--- src/rtl/control_pins_sync_if.sv ---
// Pin-side and core-side signal bundle for control_pins_sync; slave = the sync block, master = its driver.
// CTL_PINS_INT_LATCH_EN adds the intr_ack input.
interface control_pins_sync_if #(
   parameter int INT_CH = 1
);
   logic              pin_nWAIT;
   logic [INT_CH-1:0] pin_nINT;
   logic              pin_nNMI;
   logic              pin_nRESET;
   logic              pin_nBUSRQ;
   logic              busack;
   logic              nmi_ack;
   logic              wait_start;
`ifdef CTL_PINS_INT_LATCH_EN
   logic              intr_ack;
`endif
   logic              reset_in;
   logic              intr;
   logic [INT_CH-1:0] intr_src;
   logic              nmi;
   logic              busrq;
   logic              mwait;
   logic              pin_control_oe;
   logic              pin_nBUSACK;

`ifdef CTL_PINS_INT_LATCH_EN
   modport slave (
      input  pin_nWAIT, pin_nINT, pin_nNMI, pin_nRESET, pin_nBUSRQ,
      input  busack, nmi_ack, wait_start, intr_ack,
      output reset_in, intr, intr_src, nmi, busrq, mwait, pin_control_oe, pin_nBUSACK
   );
   modport master (
      output pin_nWAIT, pin_nINT, pin_nNMI, pin_nRESET, pin_nBUSRQ,
      output busack, nmi_ack, wait_start, intr_ack,
      input  reset_in, intr, intr_src, nmi, busrq, mwait, pin_control_oe, pin_nBUSACK
   );
`else
   modport slave (
      input  pin_nWAIT, pin_nINT, pin_nNMI, pin_nRESET, pin_nBUSRQ,
      input  busack, nmi_ack, wait_start,
      output reset_in, intr, intr_src, nmi, busrq, mwait, pin_control_oe, pin_nBUSACK
   );
   modport master (
      output pin_nWAIT, pin_nINT, pin_nNMI, pin_nRESET, pin_nBUSRQ,
      output busack, nmi_ack, wait_start,
      input  reset_in, intr, intr_src, nmi, busrq, mwait, pin_control_oe, pin_nBUSACK
   );
`endif
endinterface

--- src/rtl/control_pins_sync.sv ---
// Z80 control-pin front end: pin synchroniser, reset filter/stretcher, NMI edge latch, interrupts,
// auto wait states and bus-release FSM. All outputs registered, SYNC_STAGES+1 cycles pin-to-output. Macro CTL_PINS_INT_LATCH_EN makes intr sticky.
module control_pins_sync #(
   parameter int SYNC_STAGES = 2,
   parameter int INT_CH      = 1,
   parameter int RESET_FILT  = 3,
   parameter int RESET_HOLD  = 4,
   parameter int AUTO_WAIT   = 0,
   parameter int TURNAROUND  = 1
) (
   input logic                 i_clk,
   input logic                 i_reset,
   control_pins_sync_if.slave  bus
);
   localparam int NP  = INT_CH + 4;
   localparam int FCW = $clog2(RESET_FILT + 1);
   localparam int HCW = $clog2(RESET_HOLD + 1);
   localparam int WCW = (AUTO_WAIT > 0) ? $clog2(AUTO_WAIT + 1) : 1;
   localparam int TCW = $clog2(TURNAROUND + 1);

   typedef enum logic [1:0] {ST_RELEASE, ST_OWN, ST_GRANT, ST_TURN} bus_st_t;

   logic [NP-1:0]     w_pins;
   logic [NP-1:0]     w_sync;
   logic [NP-1:0]     r_sync [SYNC_STAGES];
   logic [INT_CH-1:0] w_int_act;
   logic [INT_CH-1:0] w_int_lo;
   logic              w_nwait_s, w_nnmi_s, w_nreset_s, w_nbusrq_s;
   logic [FCW-1:0]    r_filt;
   logic [HCW-1:0]    r_hold;
   logic              r_reset_in;
   logic              r_nmi_prev, r_nmi;
   logic              r_intr;
   logic [INT_CH-1:0] r_intr_src;
   logic              r_busrq;
   logic [WCW-1:0]    r_wcnt, w_wcnt_nxt;
   logic              r_mwait;
   bus_st_t           r_st;
   logic [TCW-1:0]    r_tcnt;
   logic              r_oe, r_nbusack;

   assign w_pins     = {bus.pin_nBUSRQ, bus.pin_nRESET, bus.pin_nNMI, bus.pin_nWAIT, bus.pin_nINT};
   assign w_sync     = r_sync[SYNC_STAGES-1];
   assign w_nwait_s  = w_sync[INT_CH];
   assign w_nnmi_s   = w_sync[INT_CH+1];
   assign w_nreset_s = w_sync[INT_CH+2];
   assign w_nbusrq_s = w_sync[INT_CH+3];
   assign w_int_act  = ~w_sync[INT_CH-1:0];
   // Isolate the lowest set bit: x & -x.
   assign w_int_lo   = w_int_act & (~w_int_act + INT_CH'(1));

   always_ff @(posedge i_clk or posedge i_reset) begin
      if (i_reset) begin
         for (int i = 0; i < SYNC_STAGES; i++) r_sync[i] <= '1;
      end else begin
         r_sync[0] <= w_pins;
         for (int i = 1; i < SYNC_STAGES; i++) r_sync[i] <= r_sync[i-1];
      end
   end

   // Low pulses shorter than RESET_FILT never reach the core; hold pauses while low but unaccepted.
   always_ff @(posedge i_clk or posedge i_reset) begin
      if (i_reset) begin
         r_filt     <= '0;
         r_hold     <= HCW'(RESET_HOLD);
         r_reset_in <= 1'b1;
      end else if (!w_nreset_s) begin
         if (r_filt != FCW'(RESET_FILT)) r_filt <= r_filt + FCW'(1);
         if (r_filt >= FCW'(RESET_FILT - 1)) begin
            r_reset_in <= 1'b1;
            r_hold     <= HCW'(RESET_HOLD);
         end
      end else begin
         r_filt <= '0;
         if (r_hold != '0) begin
            r_hold <= r_hold - HCW'(1);
            if (r_hold == HCW'(1)) r_reset_in <= 1'b0;
         end
      end
   end

   // A new edge beats a simultaneous ack so no NMI is lost.
   always_ff @(posedge i_clk or posedge i_reset) begin
      if (i_reset) begin
         r_nmi_prev <= 1'b1;
         r_nmi      <= 1'b0;
      end else begin
         r_nmi_prev <= w_nnmi_s;
         if (r_reset_in)                  r_nmi <= 1'b0;
         else if (r_nmi_prev && !w_nnmi_s) r_nmi <= 1'b1;
         else if (bus.nmi_ack)            r_nmi <= 1'b0;
      end
   end

   always_ff @(posedge i_clk or posedge i_reset) begin
      if (i_reset) begin
         r_intr     <= 1'b0;
         r_intr_src <= '0;
         r_busrq    <= 1'b0;
      end else begin
         r_busrq <= ~w_nbusrq_s;
`ifdef CTL_PINS_INT_LATCH_EN
         if (r_reset_in || (r_intr && bus.intr_ack)) begin
            r_intr     <= 1'b0;
            r_intr_src <= '0;
         end else if (!r_intr) begin
            r_intr     <= |w_int_act;
            r_intr_src <= w_int_lo;
         end
`else
         r_intr     <= |w_int_act;
         r_intr_src <= w_int_lo;
`endif
      end
   end

   always_comb begin
      w_wcnt_nxt = r_wcnt;
      if (r_reset_in)           w_wcnt_nxt = '0;
      else if (bus.wait_start)  w_wcnt_nxt = WCW'(AUTO_WAIT);
      else if (r_wcnt != '0)    w_wcnt_nxt = r_wcnt - WCW'(1);
   end

   always_ff @(posedge i_clk or posedge i_reset) begin
      if (i_reset) begin
         r_wcnt  <= '0;
         r_mwait <= 1'b0;
      end else begin
         r_wcnt  <= w_wcnt_nxt;
         r_mwait <= ~w_nwait_s | (w_wcnt_nxt != '0);
      end
   end

   always_ff @(posedge i_clk or posedge i_reset) begin
      if (i_reset) begin
         r_st      <= ST_RELEASE;
         r_tcnt    <= '0;
         r_oe      <= 1'b0;
         r_nbusack <= 1'b1;
      end else if (r_reset_in) begin
         r_st      <= ST_RELEASE;
         r_oe      <= 1'b0;
         r_nbusack <= 1'b1;
      end else begin
         case (r_st)
            ST_RELEASE: begin
               r_st <= ST_OWN;
               r_oe <= 1'b1;
            end
            ST_OWN: if (bus.busack) begin
               r_st      <= ST_GRANT;
               r_oe      <= 1'b0;
               r_nbusack <= 1'b0;
            end
            ST_GRANT: if (!bus.busack) begin
               r_st      <= ST_TURN;
               r_tcnt    <= TCW'(TURNAROUND);
               r_nbusack <= 1'b1;
            end
            ST_TURN: begin
               if (bus.busack) begin
                  r_st      <= ST_GRANT;
                  r_nbusack <= 1'b0;
               end else if (r_tcnt == TCW'(1)) begin
                  r_st <= ST_OWN;
                  r_oe <= 1'b1;
               end else begin
                  r_tcnt <= r_tcnt - TCW'(1);
               end
            end
            default: r_st <= ST_RELEASE;
         endcase
      end
   end

   assign bus.reset_in       = r_reset_in;
   assign bus.intr           = r_intr;
   assign bus.intr_src       = r_intr_src;
   assign bus.nmi            = r_nmi;
   assign bus.busrq          = r_busrq;
   assign bus.mwait          = r_mwait;
   assign bus.pin_control_oe = r_oe;
   assign bus.pin_nBUSACK    = r_nbusack;
endmodule
--- src/flat_wrapper.sv ---
// flat-port wrapper written by rule: the top's interface ports become plain ports
module control_pins_sync_flat 
#(
   parameter int SYNC_STAGES = 2,
   parameter int INT_CH      = 1,
   parameter int RESET_FILT  = 3,
   parameter int RESET_HOLD  = 4,
   parameter int AUTO_WAIT   = 0,
   parameter int TURNAROUND  = 1
)
  (i_clk, i_reset, bus_pin_nWAIT, bus_pin_nINT, bus_pin_nNMI, bus_pin_nRESET, bus_pin_nBUSRQ, bus_busack, bus_nmi_ack, bus_wait_start, bus_reset_in, bus_intr, bus_intr_src, bus_nmi, bus_busrq, bus_mwait, bus_pin_control_oe, bus_pin_nBUSACK);
  control_pins_sync_if #(.INT_CH(INT_CH)) bus_i ();
  input logic i_clk;
  input logic i_reset;
  input wire logic [$bits(bus_i.pin_nWAIT)-1:0] bus_pin_nWAIT;
  input wire logic [$bits(bus_i.pin_nINT)-1:0] bus_pin_nINT;
  input wire logic [$bits(bus_i.pin_nNMI)-1:0] bus_pin_nNMI;
  input wire logic [$bits(bus_i.pin_nRESET)-1:0] bus_pin_nRESET;
  input wire logic [$bits(bus_i.pin_nBUSRQ)-1:0] bus_pin_nBUSRQ;
  input wire logic [$bits(bus_i.busack)-1:0] bus_busack;
  input wire logic [$bits(bus_i.nmi_ack)-1:0] bus_nmi_ack;
  input wire logic [$bits(bus_i.wait_start)-1:0] bus_wait_start;
  output wire logic [$bits(bus_i.reset_in)-1:0] bus_reset_in;
  output wire logic [$bits(bus_i.intr)-1:0] bus_intr;
  output wire logic [$bits(bus_i.intr_src)-1:0] bus_intr_src;
  output wire logic [$bits(bus_i.nmi)-1:0] bus_nmi;
  output wire logic [$bits(bus_i.busrq)-1:0] bus_busrq;
  output wire logic [$bits(bus_i.mwait)-1:0] bus_mwait;
  output wire logic [$bits(bus_i.pin_control_oe)-1:0] bus_pin_control_oe;
  output wire logic [$bits(bus_i.pin_nBUSACK)-1:0] bus_pin_nBUSACK;
  assign bus_i.pin_nWAIT = bus_pin_nWAIT;
  assign bus_i.pin_nINT = bus_pin_nINT;
  assign bus_i.pin_nNMI = bus_pin_nNMI;
  assign bus_i.pin_nRESET = bus_pin_nRESET;
  assign bus_i.pin_nBUSRQ = bus_pin_nBUSRQ;
  assign bus_i.busack = bus_busack;
  assign bus_i.nmi_ack = bus_nmi_ack;
  assign bus_i.wait_start = bus_wait_start;
  assign bus_reset_in = bus_i.reset_in;
  assign bus_intr = bus_i.intr;
  assign bus_intr_src = bus_i.intr_src;
  assign bus_nmi = bus_i.nmi;
  assign bus_busrq = bus_i.busrq;
  assign bus_mwait = bus_i.mwait;
  assign bus_pin_control_oe = bus_i.pin_control_oe;
  assign bus_pin_nBUSACK = bus_i.pin_nBUSACK;
  control_pins_sync #(.SYNC_STAGES(SYNC_STAGES), .INT_CH(INT_CH), .RESET_FILT(RESET_FILT), .RESET_HOLD(RESET_HOLD), .AUTO_WAIT(AUTO_WAIT), .TURNAROUND(TURNAROUND)) u_core (.i_clk(i_clk), .i_reset(i_reset), .bus(bus_i));
endmodule
--- config.mk ---
export PLATFORM = sky130hd
export DESIGN_NAME = control_pins_sync_flat
export DESIGN_NICKNAME = d
export VERILOG_FILES = /design/src/rtl/control_pins_sync_if.sv /design/src/rtl/control_pins_sync.sv /design/src/flat_wrapper.sv
export SDC_FILE = /design/constraint.sdc
export NUM_CORES = 1
export LEC_CHECK = 0
export ABC_AREA = 1
export ABC_CLOCK_PERIOD_IN_PS = 1100
export BUFFER_PORTS_ARGS = -buffer_cell sky130_fd_sc_hd__buf_2
export CORE_MARGIN = 2
export CORE_UTILIZATION = 47
export DETAILED_ROUTE_END_ITERATION = 16
export GPL_TIMING_DRIVEN = 0
export PLACE_DENSITY_LB_ADDON = 0.25
export SLEW_MARGIN = 20
export SYNTH_ARGS = -nofsm -noshare
export SYNTH_HDL_FRONTEND = slang
export SYNTH_SLANG_ARGS = --single-unit
--- constraint.sdc ---
create_clock -name i_clk -period 1.1 [get_ports i_clk]
set_input_delay 0.11 -clock i_clk [delete_from_list [all_inputs] [get_ports i_clk]]
set_output_delay 0.11 -clock i_clk [all_outputs]
set_load 0.02 [all_outputs]
==> flow_metrics.env <==
export IMPL_dp_hpwl_um=1300
export IMPL_synth_seq_area_share=0.612
export IMPL_route_vias_total=880
export IMPL_core_rowCount=17
export IMPL_total_leakage_power_nw=0.759
export IMPL_path_common_cell="sky130_fd_sc_hd__nand2_1"
export IMPL_relSlewSlack=0.383
export IMPL_grt_start_max_net_pins=27
export IMPL_synth_cells=110
export IMPL_fin_hold_viols=12
export IMPL_finish_net_count=164
export IMPL_syn_nets=125
export IMPL_synth_yosys_warnings=0
export IMPL_clock_fmax_mhz=800
export IMPL_ctsRootBufferMaster="sky130_fd_sc_hd__clkbuf_4"
export IMPL_cp_data_arrival_time_ns=1.48
export IMPL_run_status="finished, violations left"
export IMPL_critical_path_cell_chain="buf_8 > inv_6 > nand2_4 > nor2_4 > nor2_4 > nand2_1 > nand2_1 > nand2_1"
export IMPL_width_of_the_chip_um=52.2
export IMPL_drive_gt1_frac=0.541
export IMPL_p_int_mw=2.25
export IMPL_worstSetupStartpointType="flop"
export IMPL_clk_pin_slew_ns=0.15
export IMPL_drcViolationCount=0
export IMPL_final_common_cell="sky130_fd_sc_hd__nand2_1"
export IMPL_clock_skew_final_ns=0.0114
export IMPL_irDropWorstVdd_uv=1460
export IMPL_violations_in_the_final_reports="hold timing, setup timing"
export IMPL_yosys_cell_types_count=19
export IMPL_fin_area_um2=1570
export IMPL_die_area_um2=2730
export IMPL_critical_path_max_stage_delay_ns=0.57
export IMPL_ys_seq_elements=26
export IMPL_coreArea_um2=2210
export IMPL_cts_htree_levels=1
export IMPL_netSwitchingPower_mw=1.14
export IMPL_finalWirelength_um=2280
export IMPL_drt_iter0_drc=10
export IMPL_p_comb_frac=0.420
export IMPL_finalCoreUtilization=0.708
export IMPL_tightestPinTransition_ns=0.925
export IMPL_worst_setup_path_type="reg -> reg"
export IMPL_register_area_um2=669
export IMPL_cts_buffers=3
export IMPL_global_route_overflow_total=0
export IMPL_layout_common_cells="sky130_fd_sc_hd__nand2_1, sky130_fd_sc_hd__buf_2, sky130_fd_sc_hd__dfstp_2"
export IMPL_reg2reg_slack_ns=-0.15
export IMPL_layout_min_cycle_time_ns=1.25
export IMPL_reg2reg_depth=8
export IMPL_timing_final_crit_share=1.14
export IMPL_globalRouteTotalUtil=0.171
export IMPL_seqPwrFrac=0.385
export IMPL_cp_required_ns=1.33
export IMPL_cts_num_sinks=26
export IMPL_postPlaceCellArea_um2=1220
export IMPL_fill_cells=165
export IMPL_pin_count=18
export IMPL_grt_first_pass_wirelength_um=3240
export IMPL_gp_routability_congestion=0.762
export IMPL_tritoncts_clock_tree="built"
export IMPL_maxSlewViolCount=0
export IMPL_synth_ff_type="sky130_fd_sc_hd__dfstp_2"
export IMPL_layout_area_overhead_vs_synth_pct=43.3
export IMPL_dieHeight_um=52.2
export IMPL_clock_latency_ns=0.33
export IMPL_routed_via_density=5.00
export IMPL_syn_area_per_cell_um2=9.93
export IMPL_multiInputGateArea_um2=443
export IMPL_detail_route_antenna_nets=0
export IMPL_routedWlPerCell_um=12.9
export IMPL_async_reset_ff_frac=1.00
export IMPL_drv_max_cap_violation_count=0
export IMPL_worstHoldPathType="in -> async"
export IMPL_finalSetupViolations=7
export IMPL_detail_route_first_pass_iterations=4
export IMPL_synth_enable_flop_cells=0
export IMPL_synthesis_area_um2=1090
export IMPL_diodes=0
export IMPL_critical_path_slowest_cell="sky130_fd_sc_hd__dfstp_2"
export IMPL_power_total_mw=3.39
export IMPL_worstPathMaxFanout=6
export IMPL_cts_root_to_sink_buffers=2
export IMPL_p_sw_frac=0.337
export IMPL_power_frac_clock=0.195
export IMPL_antenna_violations_before_repair=0
export IMPL_setup_slack_ns=-0.150
export IMPL_port_buffers=16
export IMPL_cellPowerDensity_nw_per_um2=2170
export IMPL_final_layout_worst_hold_slack_ns=-0.0489
export IMPL_start_util=0.494
export IMPL_critical_path_endpoint_type="flop"
export IMPL_grt_setup_unrepaired="yes"
export IMPL_first_global_vias=774
[sequential cells by signal, summed over array words and instances (netlist names)]
register / count
u_core.r_tcnt: 1
u_core.r_hold: 3
u_core.r_filt: 2
u_core.bus.pin_nBUSACK: 1
u_core.bus.pin_control_oe: 1
u_core.bus.reset_in: 1
u_core.bus.nmi: 1
u_core.r_sync: 5
u_core.r_st: 2
u_core.w_sync: 5
u_core.r_nmi_prev: 1
u_core.bus.intr: 1
u_core.bus.mwait: 1
u_core.bus.busrq: 1
[cell usage after synthesis (2+ instances only)]
cell type                 count  area share
sky130_fd_sc_hd__o21ai_0      8       0.037
sky130_fd_sc_hd__buf_4        2       0.014
sky130_fd_sc_hd__ha_1         5       0.057
sky130_fd_sc_hd__nor2_2       4       0.023
sky130_fd_sc_hd__nand3_1      5       0.023
sky130_fd_sc_hd__dfrtp_1     12        0.27
sky130_fd_sc_hd__nor2_1       7       0.024
sky130_fd_sc_hd__a21oi_1      5       0.023
sky130_fd_sc_hd__inv_1       17       0.058
sky130_fd_sc_hd__nand2_1     23       0.079
sky130_fd_sc_hd__dfstp_2     14        0.34
[routing by layer]
layer,routed length [µm],GRT usage
met2,1300,0.327
met5,0,0
met3,76,0.0343
met4,27,0.0641
met1,879,0.183
[per-stage QoR]
step / instances / TNS [ns] / worst slack, ns
6_report: 176 / -0.564 / -0.150
5_1_grt: 176 / -0.879 / -0.207
4_1_cts: 171 / -0.298 / -0.120
3_5_place_dp: 154 / -0.382 / -0.115
3_3_place_gp: 154 / -0.171 / -0.105
2_1_floorplan: 110 / -0.176 / -0.107
[final timing paths]
path / from / to
hold reg to reg: u_core.r_sync[5]$_DFF_PP1_ / u_core.w_sync[0]$_DFF_PP1_
min in group i_clk: bus_nmi_ack / u_core.bus.nmi$_DFFE_PP0P_
hold / removal: i_reset / u_core.r_filt[0]$_DFFE_PP0P_
max in group asynchronous: i_reset / u_core.r_st[1]$_DFFE_PP0P_
setup / recovery: u_core.bus.reset_in$_DFFE_PP1P_ / u_core.bus.pin_control_oe$_DFFE_PP0P_
setup reg to reg: u_core.bus.reset_in$_DFFE_PP1P_ / u_core.bus.pin_control_oe$_DFFE_PP0P_
[power by group through the flow]
stage,combinational [mW],clock [mW],sequential (mW)
after global routing,1.55,0.702,1.33
after detailed placement,0.716,0,1.30
after global placement,0.683,0,1.28
after CTS,0.949,0.665,1.29
after floorplan,0.493,0,1.32
final,1.43,0.664,1.31
[critical path: cells and delay by family, from the launching register on]
kind / cells / cell delay, ns
AND/OR/NAND/NOR: 6 / 0.39
buffers and inverters: 2 / 0.19
flip-flops: 1 / 0.57
[timing repair]
item / 4_1_cts / 5_1_grt
endpoints found under the hold margin: 17 / 0
pin swaps: 2 / 14
hold buffers: 5 / 0
gates resized for setup: 12 / 31
setup endpoints to repair: 9 / 12
buffers inserted: 8 / 6
[cells by family (layout without fill, tap and decap cells)]
group / Yosys count / after routing / share of synthesized area
compound gates: 18 / 18 / 0.0916
flops: 26 / 26 / 0.612
fa+ha+maj: 5 / 5 / 0.0573
buf+inv: 20 / 58 / 0.0756
simple gates: 41 / 41 / 0.164
[final cells by class]
type / count / area share
inverters: 18 / 0.0480
clock buffers: 3 / 0.0144
flip-flops and latches: 26 / 0.428
plain buffers: 1 / 0.00959
well taps: 28 / 0.0224
repair buffers: 35 / 0.176
multi-input cells: 64 / 0.283
clock inverters: 1 / 0.0192
Note: power is estimated with default switching activity, not from simulation.
